<file path="config.mk">
export PLATFORM = sky130hd
export DESIGN_NAME = uart_tx_arbiter
export DESIGN_NICKNAME = d
export VERILOG_FILES = /design/src/rtl/uart_tx_arbiter.sv
export SDC_FILE = /design/constraint.sdc
export NUM_CORES = 1
export LEC_CHECK = 0
export ABC_AREA = 1
export BUFFER_PORTS_ARGS = -buffer_cell sky130_fd_sc_hd__buf_2
export CORE_MARGIN = 2
export CORE_UTILIZATION = 48
export CTS_CLUSTER_DIAMETER = 80
export CTS_CLUSTER_SIZE = 40
export DETAILED_ROUTE_END_ITERATION = 16
export GPL_TIMING_DRIVEN = 0
export PLACE_DENSITY_LB_ADDON = 0.25
export SYNTH_ARGS = -nofsm -noshare
export SYNTH_HDL_FRONTEND = slang
export SYNTH_SLANG_ARGS = --single-unit
</file>
<file path="constraint.sdc">
create_clock -name clock -period 4 [get_ports clock]
set_input_delay 0.2 -clock clock [delete_from_list [all_inputs] [get_ports clock]]
set_output_delay 0.2 -clock clock [all_outputs]
set_load 0.005 [all_outputs]
</file>
<file path="src/rtl/uart_tx_arbiter.sv">
// Round-robin arbiter that lets NUM_REQ byte sources share a single uart_tx.
// Define UART_ARB_WDOG_EN to compile in the per-byte done watchdog that drives timeout_err.
module uart_tx_arbiter #(
  parameter int NUM_REQ     = 4,
  parameter int WDOG_CYCLES = 200000
) (
  input  logic                 clock,
  input  logic                 reset,
  input  logic [NUM_REQ-1:0]   req,
  input  logic [NUM_REQ*8-1:0] req_data,
  output logic [NUM_REQ-1:0]   gnt,
  output logic [7:0]           tr_data,
  output logic                 send_en,
  input  logic                 done,
  output logic                 busy,
  output logic [2:0]           cur_id,
  output logic                 timeout_err
);

  typedef enum logic [1:0] {
    ST_IDLE = 2'd0,
    ST_LOAD = 2'd1,
    ST_WAIT = 2'd2,
    ST_GAP  = 2'd3
  } state_t;

  state_t               state_q, state_d;
  logic [NUM_REQ-1:0]   gnt_q, gnt_d;
  logic [7:0]           tr_data_q, tr_data_d;
  logic                 send_en_q, send_en_d;
  logic                 busy_q, busy_d;
  logic [2:0]           cur_id_q, cur_id_d;
  logic [2:0]           last_q, last_d;

  logic [2:0]           rot_amt_s;
  logic [NUM_REQ-1:0]   rot_s;
  logic [NUM_REQ-1:0]   low_s;
  logic [2:0]           pos_s;
  logic [3:0]           sum_s;
  logic [2:0]           win_id_s;
  logic                 any_req_s;

`ifdef UART_ARB_WDOG_EN
  logic [17:0]          wdog_q, wdog_d;
  logic                 timeout_q, timeout_d;
`endif

  // Rotate requests so the next-in-turn requester sits at bit 0, then take the lowest set bit.
  always_comb begin
    if (last_q == 3'(NUM_REQ - 1)) begin
      rot_amt_s = 3'd0;
    end else begin
      rot_amt_s = last_q + 3'd1;
    end
    rot_s = NUM_REQ'({req, req} >> rot_amt_s);
    low_s = rot_s & (~rot_s + NUM_REQ'(1));
    pos_s = 3'd0;
    for (int i = 0; i < NUM_REQ; i++) begin
      if (low_s == (NUM_REQ'(1) << i)) begin
        pos_s = 3'(i);
      end else begin
        pos_s = pos_s;
      end
    end
    sum_s = {1'b0, rot_amt_s} + {1'b0, pos_s};
    if (sum_s >= 4'(NUM_REQ)) begin
      win_id_s = 3'(sum_s - 4'(NUM_REQ));
    end else begin
      win_id_s = sum_s[2:0];
    end
    any_req_s = |req;
  end

  // Next-state and next-output logic for the grant / start / wait / gap sequence.
  always_comb begin
    state_d   = state_q;
    gnt_d     = '0;
    send_en_d = 1'b0;
    tr_data_d = tr_data_q;
    cur_id_d  = cur_id_q;
    last_d    = last_q;
`ifdef UART_ARB_WDOG_EN
    wdog_d    = wdog_q;
    timeout_d = 1'b0;
`endif
    case (state_q)
      ST_IDLE: begin
        if (any_req_s) begin
          state_d   = ST_LOAD;
          gnt_d     = NUM_REQ'(1) << win_id_s;
          tr_data_d = 8'(req_data >> {win_id_s, 3'b000});
          cur_id_d  = win_id_s;
        end else begin
          state_d = ST_IDLE;
        end
      end
      ST_LOAD: begin
        state_d   = ST_WAIT;
        send_en_d = 1'b1;
`ifdef UART_ARB_WDOG_EN
        wdog_d    = 18'd0;
`endif
      end
      ST_WAIT: begin
        // done has priority over a watchdog expiry in the same cycle
        if (done) begin
          state_d = ST_GAP;
          last_d  = cur_id_q;
`ifdef UART_ARB_WDOG_EN
        end else if (wdog_q == 18'(WDOG_CYCLES - 1)) begin
          state_d   = ST_IDLE;
          timeout_d = 1'b1;
          last_d    = cur_id_q;
        end else begin
          wdog_d = wdog_q + 18'd1;
        end
`else
        end else begin
          state_d = ST_WAIT;
        end
`endif
      end
      ST_GAP: begin
        state_d = ST_IDLE;
      end
      default: begin
        state_d = ST_IDLE;
      end
    endcase
    busy_d = (state_d != ST_IDLE);
  end

  // State and registered outputs.
  always_ff @(posedge clock or posedge reset) begin
    if (reset) begin
      state_q   <= ST_IDLE;
      gnt_q     <= '0;
      tr_data_q <= 8'h00;
      send_en_q <= 1'b0;
      busy_q    <= 1'b0;
      cur_id_q  <= 3'd0;
      last_q    <= 3'(NUM_REQ - 1);
    end else begin
      state_q   <= state_d;
      gnt_q     <= gnt_d;
      tr_data_q <= tr_data_d;
      send_en_q <= send_en_d;
      busy_q    <= busy_d;
      cur_id_q  <= cur_id_d;
      last_q    <= last_d;
    end
  end

`ifdef UART_ARB_WDOG_EN
  // Watchdog counter and its expiry pulse.
  always_ff @(posedge clock or posedge reset) begin
    if (reset) begin
      wdog_q    <= 18'd0;
      timeout_q <= 1'b0;
    end else begin
      wdog_q    <= wdog_d;
      timeout_q <= timeout_d;
    end
  end

  assign timeout_err = timeout_q;
`else
  assign timeout_err = 1'b0;
`endif

  assign gnt     = gnt_q;
  assign tr_data = tr_data_q;
  assign send_en = send_en_q;
  assign busy    = busy_q;
  assign cur_id  = cur_id_q;

endmodule

</file>
**Word-level counts from Yosys, hierarchy flattened**

Cells that the tools add are included.

- Shift-type cells: 3
- Divide/modulo/power cells: 0
- Muxes and demuxes: 11
- Add/subtract/negate cells: 4
- Order comparisons: 1
- Bitwise operators: 2
- Multipliers: 0
- Reduce and logical (&&, ||, !) cells: 5
- Equality and inequality tests: 7

Operators by type and width:

| cell | number |
|---|---|
| >> shifter 32 x 6 -> 8 bit | 1 |
| 2-to-1 mux 3 bit | 4 |
| 2-to-1 mux 4 bit | 2 |
| one-hot mux 2 bit (4 select lines) | 1 |
| >> shifter 8 x 3 -> 4 bit | 1 |
| adder 3 x 3 -> 4 bit | 1 |
| adder 4 x 1 -> 4 bit, second input constant | 1 |
| AND 4 bit | 1 |
| equality test 2 bit, second input constant | 2 |
| equality test 4 x 2 -> 1 bit, second input constant | 1 |
| equality test 4 x 3 -> 1 bit, second input constant | 1 |
| equality test 4 bit, second input constant | 1 |
| greater-or-equal comparator 4 x 3 -> 1 bit, second input constant | 1 |
| 2-to-1 mux 1 bit | 4 |
| inverter 4 bit | 1 |
| AND reduction 2 bit | 2 |
| OR reduction 4 bit | 1 |
| left shift 1 x 3 -> 4 bit, first input constant | 1 |
| adder 3 x 1 -> 3 bit, second input constant | 1 |
| equality test 3 x 2 -> 1 bit, second input constant | 1 |
| subtractor 3 bit, second input constant | 1 |
| equality test 2 x 1 -> 1 bit, second input constant | 1 |
| logical NOT 2 bit | 1 |
| nonzero test 2 bit | 1 |

- Bits in read-only memories: 0
- Input bits: 39
- Latch bits: 0
- Output and inout bits: 18
- Logic and storage cells: 40
- Register bits after elaboration: 22
- Memories: 0
- Memory bits (writable): 0

**Logic depth before layout (Yosys ltp)**

Gate-level depths: netlist of run 1.

- Word-level depth: 16
- Depth in mapped cells: 19

**Least setup slack after synthesis of run 1**

OpenSTA, ideal clock, no wires.

- Path kind: register to register
- From: reg last_q[0]
- To: reg tr_data_q[1], in the netlist tr_data[1]
- Buffers on the path: 2
- Setup time: 66 ps
- Data required time: 3934 ps
- Cell stages (with the launch flop): 17
- Arrival: 2744 ps
- Slack: 1191 ps
- Path through: dfstp_2 ha_1 nand2_4 nand2_4 nor2_4 nand2_1 nand3_2 nor2_1 nor2_1 ha_1 ha_1 clkbuf_1 clkbuf_1 nand3_1 a31oi_1 nand2_1 nand2_1

- Word-level cells in the longest chain between the ends: 14
- Elaborated cells between the ends (all ways): 18
- Those cells by class: 4 x add/sub; 1 x order compare; 4 x eq/ne; 2 x shift; 5 x mux; 2 x bitwise

RTL lines:

| what | line | RTL |
|---|---|---|
| start, declared | 33 | `logic [2:0] last_q, last_d;` |
| start signal, assigned | 142 | `last_q <= 3'(NUM_REQ - 1);` |
| start signal, assigned | 150 | `last_q <= last_d;` |
| adder 3 x 1 -> 3 bit / equality test 3 x 2 -> 1 bit (equally long branches) | 53, 50 |  |
| 2-to-1 mux 3 bit * | 50 | `if (last_q == 3'(NUM_REQ - 1)) begin` |
| >> shifter 8 x 3 -> 4 bit | 55 | `rot_s = NUM_REQ'({req, req} >> rot_amt_s);` |
| inverter 4 bit | 56 | `low_s = rot_s & (~rot_s + NUM_REQ'(1));` |
| adder 4 x 1 -> 4 bit | 56 |  |
| AND 4 bit | 56 |  |
| equality test 4 x 2 -> 1 bit | 59 | `if (low_s == (NUM_REQ'(1) << i)) begin` |
| 2-to-1 mux 1 bit | 59 |  |
| 2-to-1 mux 3 bit (2 in series) | 59 |  |
| adder 3 x 3 -> 4 bit * | 65 | `sum_s = {1'b0, rot_amt_s} + {1'b0, pos_s};` |
| via sum_s[1] | 39 | `logic [3:0] sum_s;` |
| greater-or-equal comparator 4 x 3 -> 1 bit / subtractor 3 bit (equally long branches) | 66, 67 |  |
| 2-to-1 mux 3 bit * | 66 | `if (sum_s >= 4'(NUM_REQ)) begin` |
| >> shifter 32 x 6 -> 8 bit * | 91 | `tr_data_d = 8'(req_data >> {win_id_s, 3'b000});` |
| end signal, assigned | 146 | `tr_data_q <= tr_data_d;` |
| end, declared | 29 | `logic [7:0] tr_data_q, tr_data_d;` |

The timed path passes the listed nets; every way through them passes the cells marked *.
A chain may end at the register's enable or synchronous reset.

**Worst setup path in the final report of run 1**

Ends and elaborated chain as after synthesis.

==> results of run 1 <==
[how the worst max path moves through the flow]
| stage | to | slack [ns] | cells after the start |
|---|---|---|---|
| final | tr_data[1] | 0.72 | 16 |
| after global routing | tr_data[2] | 0.45 | 16 |
| after CTS | tr_data[1] | 0.77 | 16 |
| after detailed placement | tr_data[4] | 0.82 | 16 |
| after global placement | tr_data[4] | 0.82 | 16 |
| after floorplan | tr_data[1] | 1.19 | 16 |
[placed cells by master (no fill, tap or decap)]
cell       count
nor2_4         2
inv_2          4
clkbuf_1       6
nand4_1        1
nand3_1       30
nor2_2         5
a21oi_4        1
mux2_2         1
or2_2          1
conb_1         1
inv_1         16
nand2_4        5
o21ai_0        2
clkbuf_4       3
nor2_1         8
buf_4          1
nor4_1         1
dfrtp_1       20
a22oi_1        8
nand3_2        3
a21oi_1        3
a31oi_1        8
buf_2         55
bufinv_16      1
dfstp_2        2
nand2_2        4
nand2_1       45
ha_1           6
[layout make-up]
cell class              count  area (µm²)  share of cell area
clock inverters             1       30.03             0.01669
well taps                  31       38.79             0.02156
plain buffers               7       30.03             0.01669
flip-flops and latches     22       553.0              0.3074
clock buffers               3       22.52             0.01252
multi-input cells         135       774.5              0.4305
repair buffers             55       275.3              0.1530
inverters                  20       75.07             0.04172
[stage by stage]
step           cell area (µm²)  setup slack (ns)  hold WS [ns]  cells
2_1_floorplan             1433             1.191        0.1877    184
3_3_place_gp              1747            0.8229        0.3854    270
3_5_place_dp              1747            0.8202        0.3914    270
4_1_cts                   1799            0.7654       0.03414    274
5_1_grt                   1799            0.4521       0.08777    274
6_report                  1799            0.7214       0.01599    274
[sequential cells by signal (all words and copies together), names as in the netlist]
| register | cells |
|---|---|
| state_q | 2 |
| tr_data | 8 |
| cur_id | 3 |
| send_en | 1 |
| busy | 1 |
| gnt | 4 |
| last_q | 3 |
[kinds of logic after synthesis]
| logic type | share of synthesized area |
|---|---|
| and+or+nand+nor | 0.3721 |
| buffers and inverters | 0.07336 |
| AOI/OAI and AO/OA | 0.1057 |
| DFF | 0.3860 |
| adders and majority gates | 0.05240 |
| muxes | 0.007860 |
| other | 0.002618 |
[per-layer routing]
metal,global-route usage,vias up,wire length [µm]
met3,0.05275,7,285
met4,0.06818,0,46
li1,-,726,-
met5,0,-,0
met1,0.2602,626,1383
met2,0.3355,70,1458
==> results.txt, run 1 <==
----------------------------------------------------
[Drt]
  Number of DRC markers in iteration 0 ... 58
  Routed vias ... roughly 1400
  Number of routed nets with antenna violations ... 0
  DRT Wirelength ... 3173 µm
  DR DRC count ... 3
  Vias/cell ... roughly 5.2
  Drt pass-1 iters ... 10
  Detailed-route wire length per cell ... between 10 and 15 µm

[Clocking]
  Clock Path Buffers ... 2
  Library cell used as clock root buffer ... clkbuf_4
  Post-CTS sizing ... 0
  CTS tree ... done
  Clock slew at the register clock pins of the worst setup and hold paths ... between 0.1 and 0.15 ns
  CTS HTree Levels ... 1
  Clk_lat worst skew ... about 0.31 ns
  Setup fix buffers added after clock tree synthesis ... 0
  Total CTS buffers ... 3
  Cts-stage hold buffer count ... 0
  Clock sink count ... 22

[Yosys]
  Share of flip-flops with an asynchronous set or reset after synthesis ... 1.000
  Leading post-synthesis cells by cell area ... dfrtp_1 (35%), nand2_1 (12%), nand3_1 (10%), ha_1 (5.2%), a22oi_1 (4.2%)
  Mapped Avg Cell Area ... a little under 8 µm²
  Ys Warns ... 0
  Syn_nets ... roughly 230
  Area fraction of the dominant cell type after synthesis ... 0.3493
  Synthesized instance count ... between 150 and 200
  Number of enable-type register cells in the synthesized netlist ... 0
  Synth unique cells ... 25
  Synthesized area ... 0.001433 mm²
  Yosys reg bits ... 22
  Most frequent cell after synthesis ... nand2_1
  Largest area contributor in the synthesized netlist ... dfrtp_1
  Ranking of synthesized cells by instance count ... nand2_1 (45), nand3_1 (30), dfrtp_1 (20)
  Dominant register cell in the synthesized netlist ... dfrtp_1
  Proportion of synthesized chip area in sequential cells ... 0.3860

[Floorplanning]
  Die Width ... about 59 µm
  Vertical die dimension ... 58.63 µm
  Floorplan Core Area ... about 0.0028 mm²
  Number of top-level pins ... 57
  Die area ... approximately 0.0034 mm²
  Number of cell rows ... 19
  Starting utilization of the core area ... 0.5107

[Global route]
  Number of antenna violations at the first check in global routing ... 0
  Pin count of the biggest net entering global routing ... 23
  Wire length of the first global-routing pass ... around 5400 µm
  Overall track demand over capacity in global routing ... 0.2032
  GRT overflow ... 0
  Number of global-route vias before repair ... roughly 1300

[Setup path]
  Worst reg2reg path startpoint ... last_q[0]
  CP bufs+invs ... 2
  Critical setup path kind ... flop to flop
  Data required time at the worst endpoint ... roughly 4.3 ns
  Data arrival time at the worst-slack endpoint ... roughly 3.5 ns
  Worst setup EP type ... flop
  Chain of cells forming the critical path ... ha_1 > nand2_4 > nor2_4 > nand3_1 > nand3_1 > nor2_1 > nor2_1 > nor2_1 > ha_1 > ha_1 > clkbuf_1 > clkbuf_1 > nand3_1 > a31oi_1 > nand2_1 > nand2_1
  Critical path peak fanout ... 10
  First element of the critical path ... last_q[0]
  Critical-path cell with the highest stage delay ... dfstp_2
  Cells on worst reg2reg path ... 16
  Reg2reg end ... tr_data[1]
  Kind of start point of the critical path ... flop
  Kind of cell adding the most delay to the critical path ... simple AND/OR/NAND/NOR gates
  Highest cell delay on the worst timing path ... 0.56 ns
  Worst setup slack for register-to-register paths ... between 0.7 and 0.8 ns

[Placement]
  Half-perimeter wire length of the detailed placement result ... roughly 2400 µm
  Number of buffers added on ports ... 55
  RePlAce Congestion ... about 0.8

[Cells and area]
  Final core area utilization ... 0.6414
  Count of fill cells added during filler insertion ... around 250
  Fraction of layout cells with a size suffix above 1 ... 0.3621
  Area growth from synthesis to layout ... 25.59%
  Antenna Cells ... 0
  Final net count ... around 290

[STA]
  Final Cycle Share ... 0.8196
  Pin slew with the least headroom to its limit ... 0.8090 ns
  Setup skew after layout ... approximately 0.0053 ns
  Total count of max-transition violations in the final report ... 0
  Post-route minimum period ... ~3.3 ns
  Worst max-slew margin expressed relative to the limit ... 0.4601
  Unrepaired setup endpoints after global routing ... no
  Peak Freq ... a little over 300 MHz
  Final sum of negative setup slack ... 0 ns
  Count of final hold-check violations ... 0
  Setup-failing EPs final ... 0

[Job]
  Max-cap violations ... 0

[Run status]
  Violations in the final reports ... design-rule violations
  Status ... finished, violations left

[Min path]
  Classification of the worst-slack hold path ... input port to asynchronous set/reset pin

----------------------------------------------------
Power of run 1 is left out: the tool's default activity adds up to more than one toggle a clock period on the data nets, which glitch-free logic cannot reach.
==> run 2: changes to the inputs <==
- CORE_UTILIZATION: 48 -> 43
- clock period: 4 -> 2.9 ns (I/O delays scaled with it)
==> results.txt, run 2 (synthesized netlist as in run 1, its figures left out) <==
----------------------------------------------------
[Run status]
  Status ... finished, violations left
  Violations in the final reports ... negative hold slack

[Clocking]
  Cts-stage hold buffer count ... 0
  Clock sink count ... 22
  Setup fix buffers added after clock tree synthesis ... 0
  Clock Path Buffers ... 2
  Clk_lat worst skew ... 0.32 ns
  Total CTS buffers ... 3
  Clock slew at the register clock pins of the worst setup and hold paths ... between 0.1 and 0.15 ns
  CTS tree ... done
  Library cell used as clock root buffer ... clkbuf_4
  CTS HTree Levels ... 1

[Drt]
  DR DRC count ... 0
  Met2 wire length ... around 1500 µm
  Number of DRC markers in iteration 0 ... 73
  Detailed-route wire length per cell ... about 11 µm
  Met1 WL ... between 1000 and 1500 µm
  Routed vias ... 1423
  Drt pass-1 iters ... 4
  Number of routed nets with antenna violations ... 0
  Vias/cell ... around 5.0
  Length of routed met3 wiring ... approximately 150 µm
  Top layer used by detailed routing ... met4
  DRT Wirelength ... between 3000 and 4000 µm

[Cells and area]
  Final net count ... a little under 300
  Number of flip-flops in the largest register ... 8
  Area growth from synthesis to layout ... 29.87%
  Fraction of layout cells with a size suffix above 1 ... 0.3951
  Most common cell after layout, fill and taps aside ... buf_2
  Commonest cells after routing, fill and taps aside ... buf_2 (55), nand2_1 (45), nand3_1 (30)
  Final core area utilization ... 0.5996
  Antenna Cells ... 0

[STA]
  Setup-failing EPs final ... 0
  Count of final hold-check violations ... 20
  Peak Freq ... 374.9 MHz
  Pin slew with the least headroom to its limit ... ~0.84 ns
  Final sum of negative setup slack ... 0 ns
  Unrepaired setup endpoints after global routing ... no
  Final hold slack ... -0.03407 ns
  Total count of max-transition violations in the final report ... 0
  Final Cycle Share ... 0.9199
  Setup WS post-layout ... 0.2324 ns
  Post-route minimum period ... 2.668 ns
  Setup skew after layout ... 0.01134 ns
  Worst max-slew margin expressed relative to the limit ... 0.4425

[Placement]
  Number of buffers added on ports ... 55
  Post-placement setup slack ... -0.3066 ns
  RePlAce Congestion ... 0.7756
  Half-perimeter wire length of the detailed placement result ... ~2400 µm

[Setup path]
  Critical path peak fanout ... 9
  Data arrival time at the worst-slack endpoint ... roughly 2.9 ns
  Critical setup path kind ... flop to flop
  Worst setup EP type ... flop
  Chain of cells forming the critical path ... ha_2 > nand2_4 > nand2_4 > nor2_4 > nand3_1 > nand3_1 > nor2_1 > nor2_1 > nor2_1 > ha_1 > ha_4 > nor2_4 > a22oi_1 > a31oi_1 > nand2_1 > nand2_1
  Kind of start point of the critical path ... flop
  Critical-path cell with the highest stage delay ... dfstp_2
  Data required time at the worst endpoint ... approximately 3.2 ns
  Highest cell delay on the worst timing path ... roughly 0.56 ns
  Top cell by count, worst path ... nor2_1

[Floorplanning]
  Die area ... around 0.0038 mm²
  Vertical die dimension ... about 62 µm
  Die Width ... about 60 µm
  Number of top-level pins ... 57
  Floorplan Core Area ... 0.003103 mm²
  Number of cell rows ... 20
  Starting utilization of the core area ... 0.4617

[Global route]
  GRT overflow ... 0
  Overall track demand over capacity in global routing ... 0.1915
  Number of global-route vias before repair ... approximately 1300
  Pin count of the biggest net entering global routing ... 23
  Wire length of the first global-routing pass ... 5499 µm
  Number of antenna violations at the first check in global routing ... 0

[Min path]
  Classification of the worst-slack hold path ... input port to asynchronous set/reset pin

[Job]
  Max-cap violations ... 0

----------------------------------------------------
-- run 2: cell types whose count changed in the layout (fill, tap and decap cells not counted), sizes merged --
cell    before  now
nor2        15   16
clkbuf       9    8
-- run 2: what timing repair did --
item / CTS / global route
cloned: 0 / 1
setup endpoints to repair: 11 / 8
pin swaps: 0 / 1
gates resized for setup: 8 / 8
-- run 2: layer usage --
metal | GRT usage | vias up
met3 | 0.01242 | 5
met4 | 0.05471 | 0
met1 | 0.2637 | 630
met2 | 0.3263 | 55
li1 | - | 733
met5 | 0 | -
-- run 2: final cells by class --
class,instances,area [µm²]
clock inverters,1,30.03
clock buffers,3,22.52
repair buffers,55,275.3
plain buffers,6,38.79
multi-input cells,136,810.8
well taps,44,55.05
inverters,20,75.07
fillers,317,1242
flip-flops and latches,22,553.0
-- run 2: worst paths after layout --
check	startpoint	end	slack, ns	depth (start not counted)
setup / recovery	last_q[0]	tr_data[5]	0.23	16
hold / removal	reset	send_en	-0.03	2
setup reg to reg	last_q[0]	tr_data[5]	0.23	16
hold reg to reg	tr_data[2]	tr_data[2]	0.49	2
max in group asynchronous	reset	tr_data[5]	2.41	2
min in group clock	req_data[19]	tr_data[3]	0.19	5
-- run 2: worst max-delay path: cells and delay by family (launching register included) --
kind | cells | cell delay [ns]
adders and majority gates | 3 | 0.67
DFF | 1 | 0.56
AOI/OAI and AO/OA | 2 | 0.26
and+or+nand+nor | 11 | 1.10
-- run 2: stage by stage --
step / instances / hold slack, ns / area, µm²
floorplan: 184 / 0.1327 / 1433
global placement: 283 / 0.3469 / 1763
detailed placement: 283 / 0.3570 / 1763
CTS: 287 / 0.005563 / 1839
global route: 287 / 0.03391 / 1861
finish: 287 / -0.03407 / 1861
Power of run 2 is left out for the same reason.
==> run 3: changes to the inputs <==
- PLACE_DENSITY: default -> 0.73
- PLACE_DENSITY_LB_ADDON: 0.25 -> default
==> results.txt, run 3 (synthesized netlist as in run 1, its figures left out) <==
----------------------------------------------------
[Cells and area]
  Number of flip-flops in the largest register ... 8
  Commonest cells after routing, fill and taps aside ... buf_2 (55), nand2_1 (45), nand3_1 (29)
  Antenna Cells ... 0
  Final net count ... approximately 290
  Area growth from synthesis to layout ... 31.70%
  Fraction of layout cells with a size suffix above 1 ... 0.4065
  Post-route non-filler standard cell count ... 290
  Most common cell after layout, fill and taps aside ... buf_2
  Final core area utilization ... 0.6081

[STA]
  Post-route minimum period ... 2.705 ns
  Setup skew after layout ... 0.003183 ns
  Worst max-slew margin expressed relative to the limit ... 0.4328
  Setup-failing EPs final ... 0
  Final sum of negative setup slack ... 0 ns
  Final Cycle Share ... 0.9328
  Peak Freq ... 369.7 MHz
  Pin slew with the least headroom to its limit ... roughly 0.85 ns
  Total count of max-transition violations in the final report ... 0
  Final hold slack ... -0.01513 ns
  Unrepaired setup endpoints after global routing ... no
  Count of final hold-check violations ... 20

[Drt]
  DR DRC count ... 0
  Routed vias ... ~1500
  Drt pass-1 iters ... 4
  Detailed-route wire length per cell ... ~12 µm
  DRT Wirelength ... 3488 µm
  Number of routed nets with antenna violations ... 0
  Number of DRC markers in iteration 0 ... 100
  Vias/cell ... 5.034

[Clocking]
  Clk_lat worst skew ... between 0.3 and 0.4 ns
  Total CTS buffers ... 3
  CTS tree ... done
  Library cell used as clock root buffer ... clkbuf_4
  CTS HTree Levels ... 1
  Clock Path Buffers ... 2
  Clock slew at the register clock pins of the worst setup and hold paths ... between 0.1 and 0.15 ns
  Cts-stage hold buffer count ... 0
  Clock sink count ... 22

[Placement]
  RePlAce Congestion ... ~0.8
  Post-Place Cells ... 283
  Half-perimeter wire length of the detailed placement result ... between 2000 and 3000 µm
  Number of buffers added on ports ... 55

[Global route]
  GRT overflow ... 0
  Met1 Use GR ... 0.2631
  Wire length of the first global-routing pass ... 5623 µm
  Number of global-route vias before repair ... approximately 1300
  Overall track demand over capacity in global routing ... 0.1973
  Grt met3 use ... 0.02277
  Busiest metal layer after global routing ... met2
  Pin count of the biggest net entering global routing ... 23
  Number of antenna violations at the first check in global routing ... 0
  Met2 Resource Use GR ... 0.3398

[Setup path]
  Kind of start point of the critical path ... flop
  Critical setup path kind ... flop to flop
  Highest cell delay on the worst timing path ... just under 0.6 ns
  Chain of cells forming the critical path ... ha_4 > nand2_4 > nand2_4 > nor2_4 > nand2_1 > nand3_2 > nor2_1 > nor2_1 > ha_1 > ha_4 > buf_8 > buf_6 > nand3_1 > a31oi_1 > nand2_1 > nand2_1
  Data arrival time at the worst-slack endpoint ... roughly 3 ns
  Data required time at the worst endpoint ... roughly 3.2 ns
  Critical-path cell with the highest stage delay ... dfstp_2
  Top cell by count, worst path ... nand2_1
  Critical path peak fanout ... 10
  Worst setup EP type ... flop

[Floorplanning]
  Floorplan Core Area ... 0.003103 mm²
  Die Width ... 61.72 µm
  Starting utilization of the core area ... 0.4617
  Vertical die dimension ... about 62 µm
  Number of top-level pins ... 57
  Number of cell rows ... 20
  Die area ... approximately 0.0038 mm²

[Min path]
  Classification of the worst-slack hold path ... input port to asynchronous set/reset pin

[Run status]
  Status ... finished, violations left
  Violations in the final reports ... negative hold slack

[Job]
  Max-cap violations ... 0

----------------------------------------------------
run 3: path summary, 6_finish.rpt:
kind	startpoint	end	slack, ns	depth (start not counted)
max	last_q[0]	tr_data[3]	0.19	16
min	reset	busy	-0.02	2
max in group asynchronous	reset	tr_data[6]	2.40	2
max reg2reg	last_q[0]	tr_data[3]	0.19	16
min in group clock	done	last_q[0]	0.18	3
min reg2reg	tr_data[7]	tr_data[7]	0.49	2
run 3: area by class of cell:
| type | count | area, µm² |
|---|---|---|
| Buffer | 7 | 51.30 |
| Clock buffer | 4 | 36.28 |
| Fill cell | 311 | 1216 |
| Inverter | 20 | 75.07 |
| Multi-Input combinational cell | 136 | 825.8 |
| Sequential cell | 22 | 553.0 |
| Tap cell | 44 | 55.05 |
| Timing Repair Buffer | 57 | 290.3 |
run 3: metal layers:
| metal | part of all wire | routed length [µm] |
|---|---|---|
| met5 | 0 | 0 |
| met4 | 0.0092 | 32 |
| met3 | 0.051 | 178 |
| met2 | 0.50 | 1740 |
| met1 | 0.44 | 1537 |
run 3: what timing repair did:
| action | 4_1_cts | 5_1_grt |
|---|---|---|
| cloned | 0 | 1 |
| gates resized for setup | 8 | 13 |
| pin swaps | 0 | 5 |
| buffers inserted | 0 | 2 |
| endpoints found under the setup margin | 11 | 9 |
run 3: metrics by stage:
stage / area [µm²] / setup WS [ns]
finish: 1887 / 0.1949
global route: 1887 / 0.004692
CTS: 1823 / 0.0007958
detailed placement: 1763 / -0.2937
global placement: 1763 / -0.2672
floorplan: 1433 / 0.09083
run 3: critical path, delay by kind of cell (launching register included):
| family | cells | cell delay, ns |
|---|---|---|
| adders and majority gates | 3 | 0.74 |
| buffers and inverters | 2 | 0.28 |
| DFF | 1 | 0.59 |
| and+or+nand+nor | 10 | 0.87 |
| AOI/OAI and AO/OA | 1 | 0.18 |
Power of run 3 is left out for the same reason.
